<file path="src/rtl/mux_rr_arbiter_pkg.sv">
// Shared constants and helpers for the round-robin 8:1 mux arbiter.
package mux_rr_arbiter_pkg;

  localparam int unsigned NREQ  = 8;
  localparam int unsigned SEL_W = 3;

  localparam logic [0:0] ST_IDLE  = 1'b0;
  localparam logic [0:0] ST_GRANT = 1'b1;

  function automatic logic [NREQ-1:0] onehot(input logic [SEL_W-1:0] i);
    return NREQ'(1) << i;
  endfunction

endpackage

</file>
<file path="src/rtl/eight_to_one_mux.sv">
// Legacy single-bit 8:1 multiplexer, select {s2,s1,s0}.
module eight_to_one_mux (
  input  logic [7:0] d,
  input  logic [2:0] s,
  output logic       y
);

  assign y = d[s];

endmodule

</file>
<file path="src/rtl/rr_priority_pick.sv">
// Combinational round-robin pick: first set request searching ptr, ptr+1, .. ptr+7 mod 8.
module rr_priority_pick
  import mux_rr_arbiter_pkg::*;
(
  input  logic [NREQ-1:0]  req,
  input  logic [SEL_W-1:0] ptr,
  output logic             any,
  output logic [SEL_W-1:0] idx
);

  logic [2*NREQ-1:0] dbl;
  logic [NREQ-1:0]   rot;
  logic [SEL_W-1:0]  off;

  // Rotate so that bit 0 of rot is the requester at ptr.
  assign dbl = {req, req} >> ptr;
  assign rot = dbl[NREQ-1:0];

  always_comb begin
    any = 1'b0;
    off = '0;
    for (int unsigned i = 0; i < NREQ; i++) begin
      if (!any && rot[i]) begin
        any = 1'b1;
        off = i[SEL_W-1:0];
      end
    end
  end

  assign idx = ptr + off;

endmodule

</file>
<file path="src/rtl/mux_rr_arbiter.sv">
// Round-robin arbiter for a shared 8:1 single-bit mux with bounded hold and registered output.
module mux_rr_arbiter
  import mux_rr_arbiter_pkg::*;
#(
  parameter int unsigned         HOLD_W   = 4,
  parameter logic [HOLD_W-1:0]   MAX_HOLD = 4'd15
) (
  input  logic             clk,
  input  logic             rst_n,
  input  logic [NREQ-1:0]  req,
  input  logic [NREQ-1:0]  din,
  output logic [NREQ-1:0]  gnt,
  output logic [SEL_W-1:0] sel,
  output logic             valid,
  output logic             dout
);

  localparam logic [HOLD_W-1:0] HOLD_LAST = HOLD_W'(MAX_HOLD - 1);

  logic [0:0]        state;
  logic [SEL_W-1:0]  ptr;
  logic [HOLD_W-1:0] hold_cnt;

  logic              pick_any;
  logic [SEL_W-1:0]  pick_idx;
  logic [SEL_W-1:0]  mux_sel;
  logic              mux_y;
  logic              grant_exit;

  rr_priority_pick u_pick (
    .req (req),
    .ptr (ptr),
    .any (pick_any),
    .idx (pick_idx)
  );

  // Mux is steered by the next-state select so dout registers the winner's bit on entry.
  assign mux_sel = (state == ST_IDLE) ? pick_idx : sel;

  eight_to_one_mux u_mux (
    .d (din),
    .s (mux_sel),
    .y (mux_y)
  );

  assign grant_exit = !req[sel] || ((hold_cnt == HOLD_LAST) && ((req & ~gnt) != '0));

  always_ff @(posedge clk or negedge rst_n) begin
    if (!rst_n) begin
      state    <= ST_IDLE;
      gnt      <= '0;
      sel      <= '0;
      valid    <= 1'b0;
      dout     <= 1'b0;
      ptr      <= '0;
      hold_cnt <= '0;
    end else begin
      case (state)
        ST_IDLE: begin
          if (pick_any) begin
            state    <= ST_GRANT;
            gnt      <= onehot(pick_idx);
            sel      <= pick_idx;
            valid    <= 1'b1;
            dout     <= mux_y;
            hold_cnt <= '0;
          end
        end
        default: begin
          if (grant_exit) begin
            state <= ST_IDLE;
            gnt   <= '0;
            valid <= 1'b0;
            dout  <= 1'b0;
            ptr   <= sel + 3'd1;
          end else begin
            dout <= mux_y;
            if (hold_cnt != HOLD_LAST)
              hold_cnt <= hold_cnt + HOLD_W'(1);
          end
        end
      endcase
    end
  end

endmodule

</file>
<file path="config.mk">
export PLATFORM = sky130hd
export DESIGN_NAME = mux_rr_arbiter
export DESIGN_NICKNAME = d
export VERILOG_FILES = /design/src/rtl/mux_rr_arbiter_pkg.sv /design/src/rtl/eight_to_one_mux.sv /design/src/rtl/rr_priority_pick.sv /design/src/rtl/mux_rr_arbiter.sv
export SDC_FILE = /design/constraint.sdc
export NUM_CORES = 1
export LEC_CHECK = 0
export BUFFER_PORTS_ARGS = -buffer_cell sky130_fd_sc_hd__buf_2
export CORE_MARGIN = 10
export CORE_UTILIZATION = 47
export CTS_BUF_LIST = sky130_fd_sc_hd__clkbuf_8 sky130_fd_sc_hd__clkbuf_16
export DETAILED_ROUTE_END_ITERATION = 8
export PLACE_DENSITY = 0.69
export RECOVER_POWER = 50
export SLEW_MARGIN = 25
export SYNTH_ARGS = -nofsm -noshare
export SYNTH_HDL_FRONTEND = slang
export SYNTH_SLANG_ARGS = --single-unit
</file>
<file path="constraint.sdc">
create_clock -name clk -period 4.2 [get_ports clk]
set_input_delay 0.21 -clock clk [delete_from_list [all_inputs] [get_ports clk]]
set_output_delay 0.21 -clock clk [all_outputs]
set_load 0.005 [all_outputs]
</file>
# Word level (Yosys, flattened, before mapping)
# Index checks and enable logic that the tools add are counted.
[word_totals]
register_bits = 21
inputBits = 18
output_inout_bits = 13
wordCells = 81
[op_classes]
n_addsub = 3
magnitude_cmp = 2
n_eq_ne = 5
shifts = 2
muxes = 36
bitwise = 3
n_reduce_logical = 23
[ops]
columns = ["operator", "n"]
rows = [
  ["8-bit two-way mux", 3],
  ["1-bit two-way mux", 20],
  ["4-bit two-way mux", 4],
  ["16-bit by 3-bit >> shifter with 8-bit output", 1],
  ["3-bit two-way mux", 5],
  ["8-bit AND", 1],
  ["1-bit logical AND", 8],
  ["1-bit zero test", 8],
  ["3-bit by 4-bit less-than comparator with 1-bit output (second input constant)", 2],
  ["8-bit inverter", 1],
  ["8-bit nonzero test", 1],
  ["1-bit by 3-bit << shifter with 8-bit output (first input constant)", 1],
  ["1-bit binary-select mux with 3-bit select", 2],
  ["2-bit AND reduction", 3],
  ["4-bit by 1-bit adder with 4-bit output (second input constant)", 1],
  ["4-bit equality test (second input constant)", 1],
  ["2-bit two-way mux", 2],
  ["2-bit by 1-bit != test with 1-bit output (second input constant)", 2],
  ["4-bit != test (second input constant)", 1],
  ["3-bit by 1-bit adder with 3-bit output (second input constant)", 1],
  ["3-bit adder", 1],
  ["3-bit AND reduction", 1],
  ["2-bit != test (second input constant)", 1],
  ["2-bit nonzero test", 1],
  ["2 further kinds", 2],
]

# Logic depth before layout (Yosys ltp)
[logic_depth]
depth_word = 29
depth_mapped = 17
mapped_depth_nobuf = 15

# By module
# Synthesis repeated with hierarchy kept, for this count alone.
[unflattened]
hier_cells = 203
area_unflattened_um2 = 1870.5
[modules_own_cells]
columns = ["mod", "n_inst", "cells_per_inst", "area_per_inst_um2", "seq_area_each_um2"]
rows = [
  ["mux_rr_arbiter", 1, 125, 1184.9, 525.5],
  ["rr_priority_pick", 1, 75, 621.8, 0.0],
  ["eight_to_one_mux", 1, 3, 63.8, 0.0],
]

# Least setup slack after synthesis
# No wires, ideal clock.
[synth_timing]
path_type = "register to register"
startpoint = "register ptr[1]"
endpoint = "register dout"
setup_time_ps = 123
arrival_ps = 3283
required_ps = 4077
slack_ps = 793
stages_incl_launch_ff = 16
n_path_buf = 2
synth_period_minus_slack_ps = 3407
path_cell_list = "dfrtp_1 > buf_6 > buf_2 > mux2i_1 > mux2i_1 > o32ai_4 > nand4_1 > o211ai_1 > ha_1 > inv_1 > fa_1 > nor2_1 > a21oi_1 > mux4_2 > mux2i_1 > o21ai_1"
[synth_between]
elab_chain_cells = 29
word_cells_on_any_way = 38
classes_between = "add/sub (1); shift (1); mux (21); reduce/logical (15)"
[synth_lines]
columns = ["element", "line_no", "text"]
rows = [
  ["from (decl)", "mux_rr_arbiter.sv:21", "logic [SEL_W-1:0] ptr;"],
  ["from (signal assigned)", "mux_rr_arbiter.sv:75", "ptr <= sel + 3'd1;"],
  ["16-bit by 3-bit >> shifter with 8-bit output", "rr_priority_pick.sv:16", "assign dbl = {req, req} >> ptr;"],
  ["1-bit two-way mux", "rr_priority_pick.sv:23", "if (!any && rot[i]) begin"],
  ["1-bit zero test", "rr_priority_pick.sv:23", ""],
  ["1-bit logical AND", "rr_priority_pick.sv:23", ""],
  ["1-bit two-way mux", "rr_priority_pick.sv:23", ""],
  ["1-bit zero test", "rr_priority_pick.sv:23", ""],
  ["1-bit logical AND", "rr_priority_pick.sv:23", ""],
  ["1-bit two-way mux", "rr_priority_pick.sv:23", ""],
  ["[... 13 more ...]", "-", ""],
  ["1-bit logical AND", "rr_priority_pick.sv:23", ""],
  ["3-bit two-way mux", "rr_priority_pick.sv:23", ""],
  ["3-bit adder", "rr_priority_pick.sv:30", "assign idx = ptr + off;"],
  ["3-bit two-way mux", "mux_rr_arbiter.sv:38", "assign mux_sel = (state == ST_IDLE) ? pick_idx : sel;"],
  ["1-bit binary-select mux with 3-bit select", "eight_to_one_mux.sv:8", "assign y = d[s];"],
  ["1-bit two-way mux (not written as such)", "eight_to_one_mux.sv:8", ""],
  ["1-bit two-way mux, on equally long branches", "mux_rr_arbiter.sv:60, mux_rr_arbiter.sv:70", ""],
  ["1-bit two-way mux", "mux_rr_arbiter.sv:58", "case (state)"],
  ["to (signal assigned)", "mux_rr_arbiter.sv:65", "dout <= mux_y;"],
  ["to (signal assigned)", "mux_rr_arbiter.sv:77", "dout <= mux_y;"],
  ["to (decl)", "mux_rr_arbiter.sv:15", "output logic dout"],
]
# Parallel ways exist; a longest one is shown, timed or not. The select of a mux whose other input is x is not followed.
# A chain may end at the register's enable or synchronous reset.

# Final worst setup path
# Ends and elaborated chain as after synthesis.

==> summary.md <==
| Metric | Value |
|---|---|
| Leak | `approximately 0.00090 uW` |
| Synth warnings | `0` |
| Most common cell on crit path | `mux2i_1` |
| First-pass GRT wire length | `between 7 and 8 mm` |
| Number of vias per cell | `5.99` |
| HPWL Detailed | `3.44 mm` |
| Initial core utilization | `49.3%` |
| PwrDens | `between 800 and 900 nW/um2` |
| Post-synthesis cell type count | `44` |
| CP required | `4350 ps` |
| # nets final | `around 230` |
| Final Wtd Congestion | `0.908` |
| Hold crit path type | `primary input to flop` |
| Fin. Hold Viols | `0` |
| Port Buffers | `30` |
| Yosys reg bits | `21` |
| Synth Instances | `179` |
| Fin util | `55.6%` |
| CP startpoint kind | `flop` |
| Worst r2r src | `ptr[1]` |
| Async S/R FF share, synth | `100%` |
| Hold Path Stages | `4` |
| DRT Pass-1 Iters | `4` |
| Fin crit period | `approximately 3800 ps` |
| Clock tree sinks | `21` |
| Post-Synth Simple-Gate Area | `16.1%` |
| FP Rows | `22` |
| Grt ovf | `0` |
| DR iter-0 viols | `136` |
| Post-CTS setup buffer count | `0` |
| Post-synthesis mux area share | `between 20% and 30%` |
| Area Growth Syn to Fin | `12.8%` |
| Die height | `82.2 um` |
| Worst vdd ir | `between 0.0004 and 0.0005 V` |
| # DRC | `0` |
| Worst Tran Pin Value | `1170 ps` |
| Die span in x | `82.2 um` |
| CTS tree | `built` |
| Power Total | `1670 uW` |
| Synthesized net count | `202` |
| Main combinational cell family by area after synthesis | `multiplexers` |
| CP endpoint kind | `flop` |
| Wire per inst | `approximately 18 um` |
| Most common cell after layout, fill and taps aside | `buf_2` |
| Clock latency on the worst-skew pair | `260 ps` |
| Seq/Total Area, Yosys | `28.9%` |
| Number of setup violations in the final report | `0` |
| # diodes | `0` |
| Top delay family on crit path | `multiplexers` |
| Final setup TNS | `0 ps` |
| Cts bufs inserted | `3` |
| Syn_area_per_cell | `between 10 and 15 um2` |
| Htree depth | `1` |
| Critical Path Fanout Max | `16` |
| Antenna violations before repair | `0` |
| Total track usage | `between 10% and 20%` |
| Setup crit start | `ptr[1]` |
| Top FF cell, synth | `dfrtp_1` |
| Slew Viols, Final | `0` |
| Clk root buf | `clkbuf_8` |
| CTS clk-pin slew, worst paths | `80 ps` |
| Hold Crit Start | `din[0]` |
| Layout Skew | `6.76 ps` |
| Synth Area in Compound Gates | `18.7%` |
| Post-Synth Adder-Cell Area | `3.85%` |
| Worst setup path class | `flop to flop` |
| CP bufs+invs | `2` |
| Core area | `3690 um2` |
| RSZ-0062 raised after global routing | `no` |
| Worst slew margin | `around 22%` |
| R2R depth | `14` |
| Worst Path Arrival | `slightly below 4000 ps` |
| Vias in the first global route | `1630` |
| Total I/O pin count | `31` |
| Largest net degree at the start of global routing | `22` |
| Final period util | `between 90% and 100%` |
| CTS max path bufs | `2` |
| Crit. path cell count | `14` |
| Number of flops mapped to enable cells by yosys | `0` |
| Mapped cell area | `1820 um2` |
| Crit-path cells | `buf_4 -> mux2i_1 -> mux2i_1 -> o32ai_4 -> nand4_1 -> o211ai_1 -> ha_1 -> inv_1 -> fa_1 -> nor2_1 -> a21oi_1 -> mux4_2 -> mux2i_1 -> o21ai_1` |
| Post-Synth XOR/XNOR Area | `1.93%` |
| Routed Antenna Nets | `0` |
| Status | `complete, no violations` |
| Critical-path top delay cell | `dfrtp_2` |
| Critical path's largest stage delay | `560 ps` |
| Most frequent cells in the layout | `24 x buf_2, 20 x inv_1, 20 x nand2_1, 20 x dfrtp_1, 11 x mux2i_1` |
| Max Clk Rate | `264 MHz` |
| Full die area | `6760 um2` |
| Max Cap Viol | `0` |
| WL final | `4.48 mm` |
| Via Count | `1527` |
| Share of cells above drive strength 1 | `between 20% and 30%` |
## sequential cells by signal, summed over array words and instances, names as in the netlist
signal / flops
dout: 1
hold_cnt: 4
valid: 1
state: 1
sel: 3
gnt: 8
ptr: 3
## report_power, final
part	switching, uW	internal [uW]
clock	64.2	65.1
combinational	594	508
sequential	158	283
## repair_timing
action | 4_1_cts | 5_1_grt
hold endpoints to repair | 21 | 0
gates resized for setup | 0 | 2
setup endpoints to repair | 0 | 9
hold buffers | 1 | 0
## area by class of cell
type                       count  area (um2)
fill                         354        1640
multi-input combinational    131        1190
sequential                    21         527
timing repair buffer          32         160
inverter                      19        71.3
tap                           48        60.1
clock buffer                   3        41.3
clock inverter                 1        3.75
## metrics by stage
| stage | std cells | instance area (um2) | setup WS [ps] | hold slack (ps) |
|---|---|---|---|---|
| 3_5_place_dp | 250 | 1990 | 197 | 199 |
| 5_1_grt | 255 | 2050 | 23.0 | 492 |
| 3_3_place_gp | 250 | 1990 | 401 | 189 |
| 4_1_cts | 255 | 2050 | 213 | 436 |
| 2_1_floorplan | 179 | 1820 | 793 | -85.6 |
| 6_report | 255 | 2050 | 418 | 439 |
## synth_stat cells (all sizes together), types with 2 or more instances
| master | count | area (um2) |
|---|---|---|
| o32ai | 2 | 55.1 |
| a31oi | 3 | 33.8 |
| mux2 | 8 | 97.6 |
| nor3 | 2 | 10.0 |
| dfrtp | 21 | 526 |
| nand3 | 3 | 15.0 |
| o21ai | 14 | 73.8 |
| ha | 4 | 50.1 |
| inv | 19 | 71.3 |
| clkbuf | 3 | 11.3 |
| nor2 | 12 | 68.8 |
| nand2b | 2 | 12.5 |
| xnor2 | 4 | 35.0 |
| and4 | 3 | 28.8 |
| mux2i | 12 | 120 |
| a32o | 4 | 40.0 |
| nand4 | 3 | 18.8 |
| o211ai | 3 | 22.5 |
| mux4 | 10 | 225 |
| buf | 5 | 30.0 |
| o41ai | 3 | 41.3 |
| or2 | 2 | 15.0 |
| a21oi | 5 | 25.0 |
| o22ai | 5 | 31.3 |
| nand2 | 20 | 75.1 |
## tightest hold or removal path: stages
cell,delay [ps]
buf_2,70
mux4_2,210
mux2i_1,60
o21ai_1,100
## layer usage
| layer | track usage (%) | vias to the layer above | wire, um |
|---|---|---|---|
| met4 | 4.42 | 0 | 43 |
| met5 | 0 | - | 0 |
| met2 | 24.4 | 46 | 2300 |
| met3 | 2.92 | 4 | 212 |
| met1 | 17.8 | 749 | 1930 |
| li1 | - | 728 | - |
## cells by family after synthesis
| kind of cell | Yosys count |
|---|---|
| muxes | 30 |
| AOI/OAI and AO/OA | 41 |
| DFF | 21 |
| buffers and inverters | 27 |
| and+or+nand+nor | 51 |
| adders and majority gates | 5 |
| xor gates and xnor gates | 4 |
## final timing paths
check                              end  slack [ps]
worst max-delay path              dout         420
worst min-delay path              dout         440
worst max register to register    dout         420
worst min register to register    dout         500
max in group asynchronous       ptr[1]        2730
min in group asynchronous        state         690
Note: power is estimated with default switching activity, not from simulation.
